==> src/rtl/mem_arbiter.sv <==
// -----------------------------------------------------------------------------
// mem_arbiter
//
// Shares the single byte-wide RAM/IO bus between the instruction-fetch port
// (always 4-byte reads) and the load/store port (1/2/4-byte reads and writes).
// A granted access is issued as consecutive byte transactions. Read bytes are
// assembled little-endian, and a one-cycle ready pulse goes back to the owner.
//
// Ports
//   clk_in, rst_in      clock, asynchronous active-low reset
//   rdy_in              global enable; low freezes every register
//   mem_din             read byte, valid the cycle after its address is driven
//   mem_dout/mem_a/mem_wr  registered byte bus toward RAM/IO
//   io_buffer_full      UART tx buffer full; stalls IO-region stores
//   flush               RoB clear; aborts in-flight reads and blocks accepts
//   i_req/i_addr        fetch request (held until i_ready)
//   i_ready/i_data      fetch done pulse and fetched word
//   d_req/d_wr/d_addr/d_len/d_wdata  load/store request (held until d_ready)
//   d_ready/d_rdata     load/store done pulse and zero-extended load data
// -----------------------------------------------------------------------------
module mem_arbiter #(
  parameter int ADDR_W     = 32,
  parameter int IO_MASK_HI = 17
) (
  input  logic              clk_in,
  input  logic              rst_in,
  input  logic              rdy_in,

  input  logic [7:0]        mem_din,
  output logic [7:0]        mem_dout,
  output logic [ADDR_W-1:0] mem_a,
  output logic              mem_wr,
  input  logic              io_buffer_full,

  input  logic              flush,

  input  logic              i_req,
  input  logic [ADDR_W-1:0] i_addr,
  output logic              i_ready,
  output logic [31:0]       i_data,

  input  logic              d_req,
  input  logic              d_wr,
  input  logic [ADDR_W-1:0] d_addr,
  input  logic [2:0]        d_len,
  input  logic [31:0]       d_wdata,
  output logic              d_ready,
  output logic [31:0]       d_rdata
);

  localparam logic [1:0] ST_IDLE    = 2'd0;
  localparam logic [1:0] ST_READ    = 2'd1;
  localparam logic [1:0] ST_WRITE   = 2'd2;
  localparam logic [1:0] ST_WAIT_IO = 2'd3;

  logic [1:0]        state;
  logic [ADDR_W-1:0] base;      // start address of the granted access
  logic [2:0]        len;       // byte count of the granted access
  logic [31:0]       wdata;     // latched store data
  logic              owner_d;   // 1 = load/store port owns the bus
  // Number of clock edges seen since the accept edge. In READ this value
  // selects both the next address offset and (minus two) the byte being
  // captured, since a byte arrives two edges after its address is issued.
  logic [3:0]        cnt;
  logic [31:0]       rbuf;      // partially assembled read word

  logic [3:0]        len_ext;
  logic [ADDR_W-1:0] addr_k;
  logic [7:0]        wbyte_k;
  logic [1:0]        cap_idx;
  logic [31:0]       rbuf_next;
  logic [31:0]       rbuf_done;
  logic              io_hit;
  logic              accept_d;
  logic              accept_i;

  assign len_ext = {1'b0, len};
  assign addr_k  = base + ADDR_W'(cnt);   // wraps modulo 2^ADDR_W
  assign wbyte_k = wdata[{cnt[1:0], 3'b000} +: 8];
  assign cap_idx = cnt[1:0] - 2'd2;
  assign io_hit  = (d_addr[IO_MASK_HI -: 2] == 2'b11);

  // A requester still holds its req during its own ready-pulse cycle, so it
  // must not be re-granted on that edge. The other port may be granted then,
  // which gives back-to-back service with a single IDLE cycle between owners.
  assign accept_d = d_req && !d_ready && !flush;
  assign accept_i = i_req && !i_ready && !flush && !accept_d;

  // NOTE: every signal written in always_comb gets a default first, so no path
  // leaves it unassigned and no latch is inferred.
  always_comb begin
    rbuf_next = rbuf;
    rbuf_next[{cap_idx, 3'b000} +: 8] = mem_din;
  end

  // The final byte is merged as it is returned so the word and the ready pulse
  // become valid together. Bytes beyond the length were cleared at accept time,
  // which gives the zero extension of short loads.
  assign rbuf_done = (cnt >= 4'd2) ? rbuf_next : rbuf;

  // NOTE: sequential state uses non-blocking assignments so every register
  // samples pre-edge values regardless of statement order.
  always_ff @(posedge clk_in or negedge rst_in) begin
    if (!rst_in) begin
      state    <= ST_IDLE;
      base     <= '0;
      len      <= '0;
      wdata    <= '0;
      owner_d  <= 1'b0;
      cnt      <= '0;
      rbuf     <= '0;
      mem_a    <= '0;
      mem_dout <= '0;
      mem_wr   <= 1'b0;
      i_ready  <= 1'b0;
      d_ready  <= 1'b0;
      i_data   <= '0;
      d_rdata  <= '0;
    end else if (rdy_in) begin
      // Ready outputs are single-cycle pulses unless re-asserted below.
      i_ready <= 1'b0;
      d_ready <= 1'b0;

      case (state)
        ST_IDLE: begin
          if (accept_d) begin
            base    <= d_addr;
            len     <= d_len;
            wdata   <= d_wdata;
            owner_d <= 1'b1;
            rbuf    <= '0;
            cnt     <= 4'd1;
            if (d_wr) begin
              if (io_hit && io_buffer_full) begin
                // Hold the store off the bus until the UART can take it.
                state  <= ST_WAIT_IO;
                mem_wr <= 1'b0;
              end else begin
                state    <= ST_WRITE;
                mem_a    <= d_addr;
                mem_dout <= d_wdata[7:0];
                mem_wr   <= 1'b1;
              end
            end else begin
              state  <= ST_READ;
              mem_a  <= d_addr;
              mem_wr <= 1'b0;
            end
          end else if (accept_i) begin
            base    <= i_addr;
            len     <= 3'd4;
            owner_d <= 1'b0;
            rbuf    <= '0;
            cnt     <= 4'd1;
            state   <= ST_READ;
            mem_a   <= i_addr;
            mem_wr  <= 1'b0;
          end
        end

        ST_WAIT_IO: begin
          // Stores are already committed, so flush is not honoured here.
          mem_wr <= 1'b0;
          if (!io_buffer_full) begin
            state    <= ST_WRITE;
            mem_a    <= base;
            mem_dout <= wdata[7:0];
            mem_wr   <= 1'b1;
            cnt      <= 4'd1;
          end
        end

        ST_WRITE: begin
          // One byte per cycle with no wait; flush is not honoured here either.
          if (cnt < len_ext) begin
            mem_a    <= addr_k;
            mem_dout <= wbyte_k;
            mem_wr   <= 1'b1;
            cnt      <= cnt + 4'd1;
          end else begin
            mem_wr  <= 1'b0;
            mem_a   <= '0;
            d_ready <= 1'b1;
            cnt     <= '0;
            state   <= ST_IDLE;
          end
        end

        ST_READ: begin
          if (flush) begin
            // Speculative read: drop it, discard partial data, no ready pulse.
            state  <= ST_IDLE;
            mem_wr <= 1'b0;
            cnt    <= '0;
          end else begin
            if (cnt < len_ext) begin
              mem_a <= addr_k;
            end
            if (cnt >= 4'd2) begin
              rbuf <= rbuf_next;
            end
            if (cnt >= len_ext + 4'd1) begin
              state <= ST_IDLE;
              cnt   <= '0;
              if (owner_d) begin
                d_ready <= 1'b1;
                d_rdata <= rbuf_done;
              end else begin
                i_ready <= 1'b1;
                i_data  <= rbuf_done;
              end
            end else begin
              cnt <= cnt + 4'd1;
            end
          end
        end

        default: begin
          state  <= ST_IDLE;
          mem_wr <= 1'b0;
          cnt    <= '0;
        end
      endcase
    end
  end

endmodule

==> config.mk <==
export PLATFORM = sky130hd
export DESIGN_NAME = mem_arbiter
export DESIGN_NICKNAME = d
export VERILOG_FILES = /design/src/rtl/mem_arbiter.sv
export SDC_FILE = /design/constraint.sdc
export NUM_CORES = 1
export LEC_CHECK = 0
export CAP_MARGIN = 20
export CELL_PAD_IN_SITES_DETAIL_PLACEMENT = 1
export CELL_PAD_IN_SITES_GLOBAL_PLACEMENT = 2
export CORE_MARGIN = 3
export CORE_UTILIZATION = 32
export DETAILED_ROUTE_END_ITERATION = 6
export PLACE_DENSITY = 0.79
export RECOVER_POWER = 100
export SYNTH_ARGS = -nofsm -noshare
export SYNTH_HDL_FRONTEND = slang
export SYNTH_SLANG_ARGS = --single-unit
==> constraint.sdc <==
create_clock -name clk_in -period 3.15 [get_ports clk_in]
set_input_delay 0.945 -clock clk_in [delete_from_list [all_inputs] [get_ports clk_in]]
set_output_delay 0.945 -clock clk_in [all_outputs]
set_load 0.03 [all_outputs]
* Word level (Yosys, flattened, before mapping)
Cells that the tools add are included.
Cells by class: add/subtract/negate cells 5, magnitude comparators 3, equal/unequal tests 16, shift operators 3, multiplexer cells 58, bitwise logic cells 2, reductions and logical operators 24
Operators with widths (count):
- 32-bit 2-to-1 mux | 13
- 32-bit one-hot mux with 4 select lines | 1
- 32-bit one-hot mux with 2 select lines | 1
- 8-bit 2-to-1 mux | 5
- 32-bit by 4-bit adder with 32-bit output | 1
- 32-bit bitwise mux | 1
- 8-bit by 7-bit variable shift with 32-bit output (first input constant) | 1
- 32-bit by 6-bit variable part select with 8-bit output | 1
- 8-bit by 7-bit variable part select with 32-bit output | 1
- 4-bit 2-to-1 mux | 6
- 8-bit one-hot mux with 3 select lines | 1
- 2-bit inequality test (second input constant) | 9
- 1-bit 2-to-1 mux | 17
- 4-bit one-hot mux with 4 select lines | 1
- 5-bit AND reduction | 3
- 2-bit 2-to-1 mux | 7
- 3-bit AND reduction | 4
- 2-bit one-hot mux with 4 select lines | 1
- 5-bit negation with 7-bit output | 1
- 7-bit AND reduction | 1
- 2-bit equality test (second input constant) | 3
- 1-bit logical AND | 6
- 3-bit 2-to-1 mux | 2
- 3-bit inequality test (second input constant) | 2
- 17 further kinds | 22
Storage, ports and cells: bits in registers 213, word-level logic and storage cells 125

* Depth between registers and ports, before layout
Gate-level depths: netlist of the first run.
depth in word-level cells 8, mapped depth 11, mapped depth without buffers 8

* Worst setup path after synthesis of the first run
OpenSTA, ideal clock, no wires.
kind input-to-reg, start input flush, end register mem_dout[0], data arrival time 2328 ps, setup slack 697 ps, stages on the path 7, buffers on the path 2, path through buf_2 nor2_4 nand2_1 o21a_1 a2111o_1 buf_2 mux2_2
On the way: word-level cells in the longest chain between the ends 4
Ends and longest elaborated chain:
- start, declared | RTL line 35 | input logic flush,
- 1-bit logical NOT | RTL line 86 | assign accept_d = d_req && !d_ready && !flush;
- 1-bit logical AND | RTL line 86
- 2-bit inequality test (no line)
- 7-bit AND reduction (no line)
- end signal, assigned | RTL line 141 | mem_dout <= d_wdata[7:0];
- end signal, assigned | RTL line 167 | mem_dout <= wdata[7:0];
- end signal, assigned | RTL line 177 | mem_dout <= wbyte_k;
- end, declared | RTL line 30 | output logic [7:0] mem_dout,
Every way passes these cells. A chain may end at the register's enable or synchronous reset.

* Final worst setup path of the first run
start input flush, end register wdata[10]
On the way: word-level cells in the longest chain between the ends 3
Ends and longest elaborated chain:
- 1-bit logical NOT | RTL line 86
- 1-bit logical AND | RTL line 86
- 3-bit AND reduction (no line)
- end signal, assigned | RTL line 129 | wdata <= d_wdata;
- end, declared | RTL line 59 | logic [31:0] wdata;
Every way passes these cells.

==> summary.txt, run 1 <==
Clocking
  – Setup Fix Bufs, Post-CTS: 0
  – Num CTS Buffers: 25
  – Clock Latency Late Sink: 530 ps
  – Number of buffers on the longest clock path: 3
  – Number of clock sinks: 213
  – Clock tree from TritonCTS: built
  – Clock-pin slew of the registers on the worst-case setup and hold paths: 60 ps
  – Library cell used as clock root buffer: sky130_fd_sc_hd__clkbuf_16
  – Quantity of hold-fixing buffers added after cts: 0
  – Cells resized by post-CTS repair: 0
  – Number of H-tree levels: 1

Power
  – Total power divided by cell area: 1010 nW/um^2
  – Peak supply drop: 0.475 mV
  – Post-route total power: 14.5 mW
  – Static leakage power: 6.49 nW

Floorplan
  – I/O pin count: 222
  – Number of standard-cell rows in the floorplan: 66
  – Die Area: 35,500 sq um
  – Core box area: 32,600 sq um
  – Initial Util: 32.6%
  – Die Y-Extent: 188 um
  – Die width: 188 um

STA
  – Measured slew at the worst slew-check pin: 1660 ps
  – Setup TNS after final layout: 0 ps
  – Min cycle time layout: 2900 ps
  – Final critical-path share of the clock period: 92.1%
  – Setup repair after global routing missed its margin: no
  – Clk_skew: 13.5 ps
  – Achievable frequency: 0.345 GHz
  – Setup-failing EPs final: 0
  – Max-slew violation total from the final report: 64
  – Worst-case headroom to the max-slew limit: -10.9%
  – Hold violation total from the final report: 0

Logic synthesis
  – Library cell occupying the most area in the post-synthesis netlist: sky130_fd_sc_hd__dfrtp_1
  – Flip-flop cell with the highest count after synthesis: sky130_fd_sc_hd__dfrtp_1
  – Number of enable-type register cells in the synthesized netlist: 0
  – FF+latch count, synth: 213
  – Number of distinct standard cells referenced by the synthesized netlist: 59
  – Synth top area share: 50.1%
  – Post-Synthesis Cells: 1,043
  – Post-synth net total: 1,182
  – Post-synthesis average cell area: 10.2 sq um
  – FFs w/ async S/R, synth: 100%
  – Top cells by area, synth: sky130_fd_sc_hd__dfrtp_1 50%, sky130_fd_sc_hd__a21oi_1 6.5%, sky130_fd_sc_hd__mux2_2 4.6%, sky130_fd_sc_hd__a22o_1 4.5%, sky130_fd_sc_hd__nand2_1 3.3%
  – Fraction of the yosys area taken by sequential cells: 50.1%
  – Yosys warnings: 0
  – Area of the mapped netlist: 10,600 sq um

Outcome
  – Result of the run: complete, but fails checks
  – Violations in the final reports: max-capacitance violations, max-slew violations

Final layout
  – Most common library cell in the layout ignoring fill and taps: sky130_fd_sc_hd__dfrtp_1
  – Most used cells in the layout excluding fill and tap cells: 213 x sky130_fd_sc_hd__dfrtp_1, 139 x sky130_fd_sc_hd__a21oi_1, 112 x sky130_fd_sc_hd__clkdlybuf4s50_1, 108 x sky130_fd_sc_hd__dlygate4sd3_1, 93 x sky130_fd_sc_hd__nand2_1
  – Final cell count without fillers: 1,726
  – Fraction of final layout cells with drive strength greater than 1: 11.0%
  – Number of nets in the finished design: 1,404
  – Layout overhead on the synthesized area: 34.6%
  – Register area: 5330 sq um
  – Multi-input gate area in the final layout: 4980 sq um
  – Antenna Cells: 0
  – Filler Cells Inserted: 3,593

Critical path
  – Kind of end point of the critical path: flip-flop
  – Arrival time worst endpoint: 3310 ps
  – Required time of the worst setup path: 3560 ps
  – Top fanout value on the critical path: 36
  – Element type at the critical path start: input pin
  – Class of the most critical setup path: input pin to flip-flop

Detailed routing
  – Initial DRC Count: 532
  – Iteration count of the initial detailed-routing pass: 4
  – Number of vias per cell after detailed routing: 5.20
  – Via count of the routed design: 8,972
  – Mean routed wirelength per cell: 19.4 um
  – Antenna-violating nets left: 0
  – Wire length after detailed routing: 33.5 mm
  – Count of unresolved DRC violations after routing: 0

Placed design
  – HPWL after detailed placement: 24.1 mm
  – Post-Place Cells: 1,680
  – Gpl congestion: 0.794
  – Buffers on Ports: 221

Min path
  – Worst min-delay path category: flip-flop to flip-flop

Global route
  – Maximum number of pins on one net before global-route repair: 64
  – Wire length of the first global-routing pass: 53.5 mm
  – Via count of the first global-routing pass: 9,424
  – Initial antenna violation count: 0
  – Final global-route overflow total: 0
  – Total GRT Usage: 18.5%

Job
  – Count of max-cap constraint violations: 1
metrics by stage:
step	setup slack (ps)	instance area [sq um]	hold WS [ps]	util, %
after detailed placement	141	13600	465	41.6
after global placement	184	13600	461	41.6
after floorplan	697	10600	466	-
after CTS	369	14400	434	44.2
final	249	14300	469	43.9
after global routing	130	14300	503	43.9
critical path, cell delays in order:
cell and delay [ps]:
sky130_fd_sc_hd__dlygate4sd3_1 590, sky130_fd_sc_hd__nor2_4 190, sky130_fd_sc_hd__buf_12 240, sky130_fd_sc_hd__and3_1 180, sky130_fd_sc_hd__clkbuf_2 700, sky130_fd_sc_hd__mux2_2 420
Yosys cell counts, types with 8 or more instances:
cell type and instances:
sky130_fd_sc_hd__a211o_1 8, sky130_fd_sc_hd__a21o_1 17, sky130_fd_sc_hd__a21oi_1 139, sky130_fd_sc_hd__a221oi_1 8, sky130_fd_sc_hd__a22o_1 55, sky130_fd_sc_hd__a22oi_1 11, sky130_fd_sc_hd__and3_1 42, sky130_fd_sc_hd__buf_2 18
sky130_fd_sc_hd__clkbuf_1 40, sky130_fd_sc_hd__dfrtp_1 213, sky130_fd_sc_hd__ha_1 23, sky130_fd_sc_hd__inv_1 18, sky130_fd_sc_hd__mux2_2 43, sky130_fd_sc_hd__mux2i_1 33, sky130_fd_sc_hd__mux4_2 8, sky130_fd_sc_hd__nand2_1 93
sky130_fd_sc_hd__nand3_1 22, sky130_fd_sc_hd__nand4_1 15, sky130_fd_sc_hd__nor2_1 78, sky130_fd_sc_hd__nor3_1 11, sky130_fd_sc_hd__o21ai_0 51, sky130_fd_sc_hd__xor2_1 9
final timing paths:
path                       depth (start not counted)          to      from  slack [ps]
setup / recovery                                   6   wdata[10]     flush         250
hold / removal                                     1    mem_a[3]  mem_a[3]         470
setup reg to reg                                   9   mem_a[16]    cnt[0]         320
hold reg to reg                                    1    mem_a[3]  mem_a[3]         470
max in group asynchronous                          2    rbuf[25]    rst_in         610
min in group asynchronous                          1  i_data[19]    rst_in         840
cell type report:
| type | count | area share, % |
|---|---|---|
| Sequential cell | 213 | 37.2 |
| Tap cell | 442 | 3.86 |
| Clock inverter | 8 | 0.699 |
| Clock buffer | 38 | 5.34 |
| Inverter | 18 | 0.472 |
| Timing Repair Buffer | 259 | 17.6 |
| Multi-Input combinational cell | 748 | 34.8 |
cells by family after synthesis:
| family | count (synthesis) | synth area share [%] |
|---|---|---|
| AOI/OAI and AO/OA | 321 | 19.2 |
| adders and majority gates | 24 | 2.89 |
| DFF | 213 | 50.1 |
| muxes | 84 | 9.35 |
| xor gates and xnor gates | 16 | 1.32 |
| and+or+nand+nor | 303 | 14.0 |
| buffers and inverters | 82 | 3.19 |
flip-flops by register name, summed over array words and instances, names as in the netlist, 2 cells and up:
name / cells
len: 3
d_rdata: 32
wdata: 32
mem_a: 32
state: 2
i_data: 32
mem_dout: 8
cnt: 4
base: 32
rbuf: 32
routing by layer:
metal  track usage [%]  vias up  wire length (um)
met4              3.44        0               514
met1              25.2     4507             15300
met3              4.06       37              1820
met2              30.7      177             15800
met5                 0        -                 0
li1                  -     4251                 -
where the power goes:
part           switching, mW  leakage [nW]  total, mW  internal, mW
Clock                   1.18         0.432       3.01          1.84
Combinational           4.06          3.34       6.82          2.76
Sequential             0.834          2.71       4.67          3.84
Total                   6.07          6.49       14.5          8.43
No activity file was read; power rests on OpenSTA's default activity.
==> run 2, diff against run 1 <==
--- a/config.mk
+++ b/config.mk
@@ -11,6 +11,7 @@
 export CORE_MARGIN = 3
 export CORE_UTILIZATION = 32
 export DETAILED_ROUTE_END_ITERATION = 6
+export GPL_TIMING_DRIVEN = 0
 export PLACE_DENSITY = 0.79
 export RECOVER_POWER = 100
 export SYNTH_ARGS = -nofsm -noshare
==> summary.txt, run 2 (same netlist as run 1, synthesis figures left out) <==
STA
  – Max-slew violation total from the final report: 89 (+39%)
  – Achievable frequency: 0.327 GHz (-5.3%)
  – Min cycle time layout: 3060 ps (+161 ps)
  – Worst hold slack: 469 ps (-0.399 ps)
  – Final critical-path share of the clock period: 97.2% (+5.1 points)
  – Setup TNS after final layout: 0 ps (unchanged)
  – Clk_skew: 18.8 ps (+5.28 ps)
  – Worst-case headroom to the max-slew limit: -52.4% (-42 points)
  – Measured slew at the worst slew-check pin: 2290 ps (+623 ps)
  – Post-route worst setup slack: 88.0 ps (-161 ps)
  – Setup repair after global routing missed its margin: yes
  – Setup-failing EPs final: 0 (unchanged)
  – Hold violation total from the final report: 0 (unchanged)

Power
  – Peak supply drop: 0.484 mV (+1.9%)
  – Post-route total power: 14.7 mW (+1.7%)
  – Fraction of power consumed by the clock network: 20.9% (about the same)
  – Static leakage power: 6.50 nW (+0.16%)
  – Proportion of total power due to net switching: 43.0% (+1.2 points)
  – Internal power consumption: 8.40 mW (-0.36%)
  – Net switching power: 6.34 mW (+4.5%)
  – Sequential share of power: 32.0% (-0.2 points)
  – Combinational share of power: 47.1% (about the same)
  – Total power divided by cell area: 1030 nW/um^2 (+1.5%)

Outcome
  – Violations in the final reports: max-capacitance violations, max-slew violations
  – Result of the run: complete, but fails checks

Clocking
  – Number of buffers on the longest clock path: 3 (unchanged)
  – Quantity of hold-fixing buffers added after cts: 0 (unchanged)
  – Clock-pin slew of the registers on the worst-case setup and hold paths: 60 ps (about the same)
  – Library cell used as clock root buffer: sky130_fd_sc_hd__clkbuf_16
  – Clock Latency Late Sink: 550 ps (+20 ps)
  – Num CTS Buffers: 26 (+4.0%)
  – Number of H-tree levels: 1 (unchanged)
  – Number of clock sinks: 213 (unchanged)
  – Clock tree from TritonCTS: built

Detailed routing
  – Mean routed wirelength per cell: 21.1 um (+8.9%)
  – Initial DRC Count: 464 (-13%)
  – Wire length after detailed routing: 37.0 mm (+11%)
  – Iteration count of the initial detailed-routing pass: 4 (unchanged)
  – Via count of the routed design: 9,319 (+3.9%)
  – Count of unresolved DRC violations after routing: 0 (unchanged)
  – Number of vias per cell after detailed routing: 5.32 (+2.3%)
  – Antenna-violating nets left: 0 (unchanged)

Critical path
  – FF-to-FF Start: cnt[0]
  – Worst path slowest cell: sky130_fd_sc_hd__dfrtp_1
  – Critical path's most frequent cell: sky130_fd_sc_hd__clkbuf_2
  – Crit path largest cell delay: 520 ps (-180 ps)
  – R2r worst-path depth: 10 (+1)
  – Class of the most critical setup path: flip-flop to flip-flop
  – Setup crit start: cnt[0]
  – Kind of end point of the critical path: flip-flop
  – Required time of the worst setup path: 3580 ps (+20 ps)
  – R2r setup slk: 90 ps (-230 ps)
  – Destination of the worst register-to-register timing path: mem_a[25]
  – Endpoint of the most critical setup path: mem_a[25]
  – Arrival time worst endpoint: 3490 ps (+180 ps)
  – Top fanout value on the critical path: 10 (-72%)
  – Cell breakdown of the critical path: clkbuf_2, inv_1, ha_1, nor2b_1, o21ai_2, a21oi_4, clkbuf_2, nand2_1, a311o_1, a22o_1
  – Element type at the critical path start: flip-flop

Floorplan
  – Die Y-Extent: 188 um (unchanged)
  – I/O pin count: 222 (unchanged)
  – Die Area: 35,500 sq um (unchanged)
  – Initial Util: 32.6% (unchanged)
  – Core box area: 32,600 sq um (unchanged)
  – Number of standard-cell rows in the floorplan: 66 (unchanged)
  – Die width: 188 um (unchanged)

Placed design
  – Gpl congestion: 0.855 (+7.8%)
  – Post-Place Cells: 1,706 (+1.5%)
  – Buffers on Ports: 219 (-0.90%)
  – Setup WS pre-CTS: -323 ps (-464 ps)
  – HPWL after detailed placement: 27.5 mm (+14%)
  – Cell area after placement: 13,400 sq um (-0.85%)

Final layout
  – Most common library cell in the layout ignoring fill and taps: sky130_fd_sc_hd__dfrtp_1
  – Filler Cells Inserted: 3,633 (+1.1%)
  – Most used cells in the layout excluding fill and tap cells: 213 x sky130_fd_sc_hd__dfrtp_1, 137 x sky130_fd_sc_hd__a21oi_1, 111 x sky130_fd_sc_hd__clkdlybuf4s50_1, 107 x sky130_fd_sc_hd__dlygate4sd3_1, 92 x sky130_fd_sc_hd__nand2_1
  – Layout overhead on the synthesized area: 34.8%
  – Number of nets in the finished design: 1,431 (+1.9%)
  – Fraction of final layout cells with drive strength greater than 1: 11.0% (+0.028 points)
  – Multi-input gate area in the final layout: 5000 sq um (+0.45%)
  – Final core utilization: 44.0% (+0.084 points)
  – Register area: 5330 sq um (unchanged)
  – Post-route cell area: 14,300 sq um (+0.19%)
  – Final cell count without fillers: 1,752 (+1.5%)

Global route
  – Initial antenna violation count: 2 (+2)
  – Total GRT Usage: 20.6% (+2.1 points)
  – Wire length of the first global-routing pass: 58.4 mm (+9.2%)
  – Via count of the first global-routing pass: 9,972 (+5.8%)
  – Maximum number of pins on one net before global-route repair: 90 (+41%)
  – Final global-route overflow total: 0 (unchanged)

Min path
  – Worst min-delay path category: flip-flop to flip-flop

Job
  – Count of max-cap constraint violations: 1 (unchanged)
run 2: layer usage:
layer | GRT usage [%] | up-vias | wire [um]
met5 | 0 | - | 0
met4 | 4.90 | 0 | 947
met3 | 3.87 | 55 | 2130
met2 | 32.9 | 230 | 16700
met1 | 29.0 | 4724 | 17200
li1 | - | 4310 | -
run 2: power by group through the flow:
stage               clock network (mW)  registers [mW]  logic [mW]
floorplan                            0            5.76        3.19
global placement                     0            4.75        6.99
detailed placement                   0            4.79        7.14
CTS                               3.16            4.76        7.21
global route                      3.25            4.89        7.55
finish                            3.08            4.72        6.94
run 2: final cells by class:
class                   instances  area share [%]
inverters                      18           0.471
multi-input cells             748            34.9
repair buffers                221            15.6
clock inverters                11           0.968
diodes                          2          0.0349
plain buffers                  64            1.96
flip-flops and latches        213            37.2
well taps                     442            3.86
clock buffers                  33            5.08
run 2: worst max-delay path: cells and delay by family (launching register included):
family | cells | cell delay [ps]
AO/OA/AOI/OAI | 4 | 1030
buffers and inverters | 3 | 810
adder cells (fa/ha/maj) | 1 | 250
flip-flops | 1 | 520
AND/OR/NAND/NOR | 2 | 330
run 2: worst min-delay path by stage:
stage | start | endpoint | cells after the start
floorplan | rbuf[0] | rbuf[0] | 1
global placement | mem_a[2] | mem_a[2] | 1
detailed placement | mem_a[3] | mem_a[3] | 1
CTS | rst_in | d_rdata[14] | 1
global route | mem_a[3] | mem_a[3] | 1
finish | mem_a[3] | mem_a[3] | 1
run 2: repair_timing:
| action | 4_1_cts | 5_1_grt |
|---|---|---|
| cloned | 0 | 0 |
| buffers inserted | 0 | 0 |
| endpoints found under the setup margin | 66 | 108 |
| resized for setup | 9 | 18 |
| hold endpoints to repair | 0 | 0 |
==> run 3, diff against run 2 <==
--- a/config.mk
+++ b/config.mk
@@ -8,8 +8,10 @@
 export CAP_MARGIN = 20
 export CELL_PAD_IN_SITES_DETAIL_PLACEMENT = 1
 export CELL_PAD_IN_SITES_GLOBAL_PLACEMENT = 2
+export CORE_ASPECT_RATIO = 0.6
 export CORE_MARGIN = 3
 export CORE_UTILIZATION = 32
+export CTS_CLUSTER_SIZE = 28
 export DETAILED_ROUTE_END_ITERATION = 6
 export GPL_TIMING_DRIVEN = 0
 export PLACE_DENSITY = 0.79
==> summary.txt, run 3 (same netlist as run 1, synthesis figures left out) <==
Final layout
  – Post-route cell area: 14,300 sq um (-0.13%)
  – Register area: 5330 sq um (about the same)
  – Number of nets in the finished design: 1,430 (-0.070%)
  – Most used cells in the layout excluding fill and tap cells: 212 x sky130_fd_sc_hd__dfrtp_1, 138 x sky130_fd_sc_hd__a21oi_1, 110 x sky130_fd_sc_hd__clkdlybuf4s50_1, 108 x sky130_fd_sc_hd__dlygate4sd3_1, 92 x sky130_fd_sc_hd__nand2_1
  – Multi-input gate area in the final layout: 5010 sq um (+0.12%)
  – Filler Cells Inserted: 3,631 (-0.055%)
  – Most common library cell in the layout ignoring fill and taps: sky130_fd_sc_hd__dfrtp_1
  – Fraction of final layout cells with drive strength greater than 1: 11.4% (+0.39 points)
  – Layout overhead on the synthesized area: 34.7%
  – Final cell count without fillers: 1,758 (+0.34%)

Power
  – Peak supply drop: 0.376 mV (-22%)
  – Static leakage power: 6.48 nW (-0.25%)
  – Total power divided by cell area: 1040 nW/um^2 (+1.3%)
  – Post-route total power: 14.9 mW (+1.1%)

Floorplan
  – Die Area: 35,500 sq um (+0.20%)
  – Die width: 241 um (+28%)
  – Core box area: 32,600 sq um (about the same)
  – Number of standard-cell rows in the floorplan: 51 (-23%)
  – Initial Util: 32.6% (about the same)
  – I/O pin count: 222 (unchanged)
  – Die Y-Extent: 147 um (-22%)

Clocking
  – Clock-pin slew of the registers on the worst-case setup and hold paths: 60 ps (about the same)
  – Number of clock sinks: 213 (unchanged)
  – Quantity of hold-fixing buffers added after cts: 0 (unchanged)
  – Number of buffers on the longest clock path: 3 (unchanged)
  – Library cell used as clock root buffer: sky130_fd_sc_hd__clkbuf_16
  – Num CTS Buffers: 24 (-7.7%)
  – Number of H-tree levels: 1 (unchanged)
  – Clock Latency Late Sink: 530 ps (-20 ps)
  – Clock tree from TritonCTS: built

Critical path
  – Class of the most critical setup path: flip-flop to flip-flop
  – Kind of end point of the critical path: flip-flop
  – Destination of the worst register-to-register timing path: mem_a[25]
  – Number of gates on the worst path with buffers counted: 10 (unchanged)
  – Element type at the critical path start: flip-flop
  – Required time of the worst setup path: 3570 ps (about the same)
  – Top fanout value on the critical path: 10 (unchanged)
  – R2r worst-path depth: 10 (unchanged)
  – Worst path bufs/invs: 3 (unchanged)
  – Arrival time worst endpoint: 3400 ps (-90 ps)
  – Worst path slowest cell: sky130_fd_sc_hd__dfrtp_2
  – R2r setup slk: 160 ps (+80 ps)
  – Crit path largest cell delay: 450 ps (-70 ps)
  – Cell breakdown of the critical path: clkbuf_4, clkinvlp_4, ha_1, nor2b_1, o21ai_2, a21oi_4, clkbuf_2, nand2_1, a311o_1, a22o_1
  – FF-to-FF Start: cnt[0]
  – Family of cells with the greatest summed delay on the critical path: compound AO/OA/AOI/OAI gates

Placed design
  – Gpl congestion: 0.890 (+4.0%)
  – Buffers on Ports: 219 (unchanged)
  – HPWL after detailed placement: 29.6 mm (+7.8%)
  – Cell area after placement: 13,500 sq um (about the same)
  – Post-Place Cells: 1,714 (+0.47%)

Global route
  – Via count of the first global-routing pass: 9,811 (-1.6%)
  – Maximum number of pins on one net before global-route repair: 103 (+14%)
  – Wire length of the first global-routing pass: 61.2 mm (+4.8%)
  – Initial antenna violation count: 2 (unchanged)
  – Final global-route overflow total: 0 (unchanged)
  – Total GRT Usage: 22.4% (+1.8 points)

Detailed routing
  – Routed metal-1 wirelength: 20.6 mm (+20%)
  – Highest signal layer in the routed design: met5
  – Iteration count of the initial detailed-routing pass: 5 (+1)
  – Routed length on met3: 2.59 mm (+22%)
  – Initial DRC Count: 660 (+42%)
  – Wire length after detailed routing: 39.8 mm (+7.6%)
  – Number of vias per cell after detailed routing: 5.39 (+1.4%)
  – Count of unresolved DRC violations after routing: 0 (unchanged)
  – Antenna-violating nets left: 0 (unchanged)
  – Mean routed wirelength per cell: 22.6 um (+7.2%)
  – Detailed route wirelength on metal2: 16.0 mm (-4.3%)
  – Via count of the routed design: 9,483 (+1.8%)

STA
  – Hold violation total from the final report: 0 (unchanged)
  – Achievable frequency: 0.335 GHz (+2.6%)
  – Max-slew violation total from the final report: 0 (-100%)
  – Min cycle time layout: 2990 ps (-76.4 ps)
  – Worst-case headroom to the max-slew limit: 1.51% (+54 points)
  – Clk_skew: 16.7 ps (-2.14 ps)
  – Setup-failing EPs final: 0 (unchanged)
  – Setup TNS after final layout: 0 ps (unchanged)
  – Setup repair after global routing missed its margin: no
  – Measured slew at the worst slew-check pin: 1480 ps (-809 ps)
  – Final critical-path share of the clock period: 94.8% (-2.4 points)

Job
  – Count of max-cap constraint violations: 0 (-1)

Outcome
  – Result of the run: finished, final reports clean

Min path
  – Worst min-delay path category: input pin to asynchronous set/reset pin
-- run 3: cell type report --
type	instances	share of cell area [%]
Antenna cell	1	0.0175
Buffer	63	1.97
Clock buffer	32	4.90
Clock inverter	10	0.908
Inverter	18	0.498
Multi-Input combinational cell	748	35.0
Sequential cell	213	37.2
Tap cell	450	3.93
Timing Repair Buffer	223	15.6
-- run 3: worst max path at each step --
stage            from           to  slack, ps
3_5_place_dp    d_req     wdata[3]       -470
6_report       cnt[0]    mem_a[25]        160
5_1_grt        cnt[0]   i_data[10]          8
4_1_cts        cnt[0]    mem_a[30]         10
2_1_floorplan   flush  mem_dout[0]        700
3_3_place_gp   rst_in    wdata[30]      -8370
-- run 3: what timing repair did --
item / in CTS / in global routing
endpoints found under the setup margin: 73 / 136
resized for setup: 11 / 17
pin swaps: 0 / 1
setup buffers: 0 / 2
-- run 3: report_power, final --
part / total [mW] / switching [mW] / internal, mW
clock network: 3.00 / 1.19 / 1.80
registers: 4.73 / 0.890 / 3.84
logic: 7.19 / 4.47 / 2.72
total: 14.9 / 6.55 / 8.36
-- run 3: metal layers --
layer  GRT usage, %  up-vias
met1           36.1     4864
met4           3.13        4
met3           4.99       42
met2           30.7      260
li1               -     4313
met5              0        -
-- run 3: per-stage QoR --
| stage | util [%] | hold slack, ps | setup WS [ps] |
|---|---|---|---|
| floorplan | - | 466 | 697 |
| global route | 43.9 | 281 | 7.59 |
| global placement | 41.1 | 461 | -8370 |
| detailed placement | 41.3 | 469 | -470 |
| finish | 43.9 | 273 | 164 |
| CTS | 43.9 | 282 | 12.5 |
-- run 3: worst register-to-register path, cell delays in order, from the launching register on --
cell and delay, ps:
sky130_fd_sc_hd__dfrtp_2 450, sky130_fd_sc_hd__clkbuf_4 240, sky130_fd_sc_hd__clkinvlp_4 190, sky130_fd_sc_hd__ha_1 230, sky130_fd_sc_hd__nor2b_1 140, sky130_fd_sc_hd__o21ai_2 140, sky130_fd_sc_hd__a21oi_4 330, sky130_fd_sc_hd__clkbuf_2 330
sky130_fd_sc_hd__nand2_1 240, sky130_fd_sc_hd__a311o_1 400, sky130_fd_sc_hd__a22o_1 190
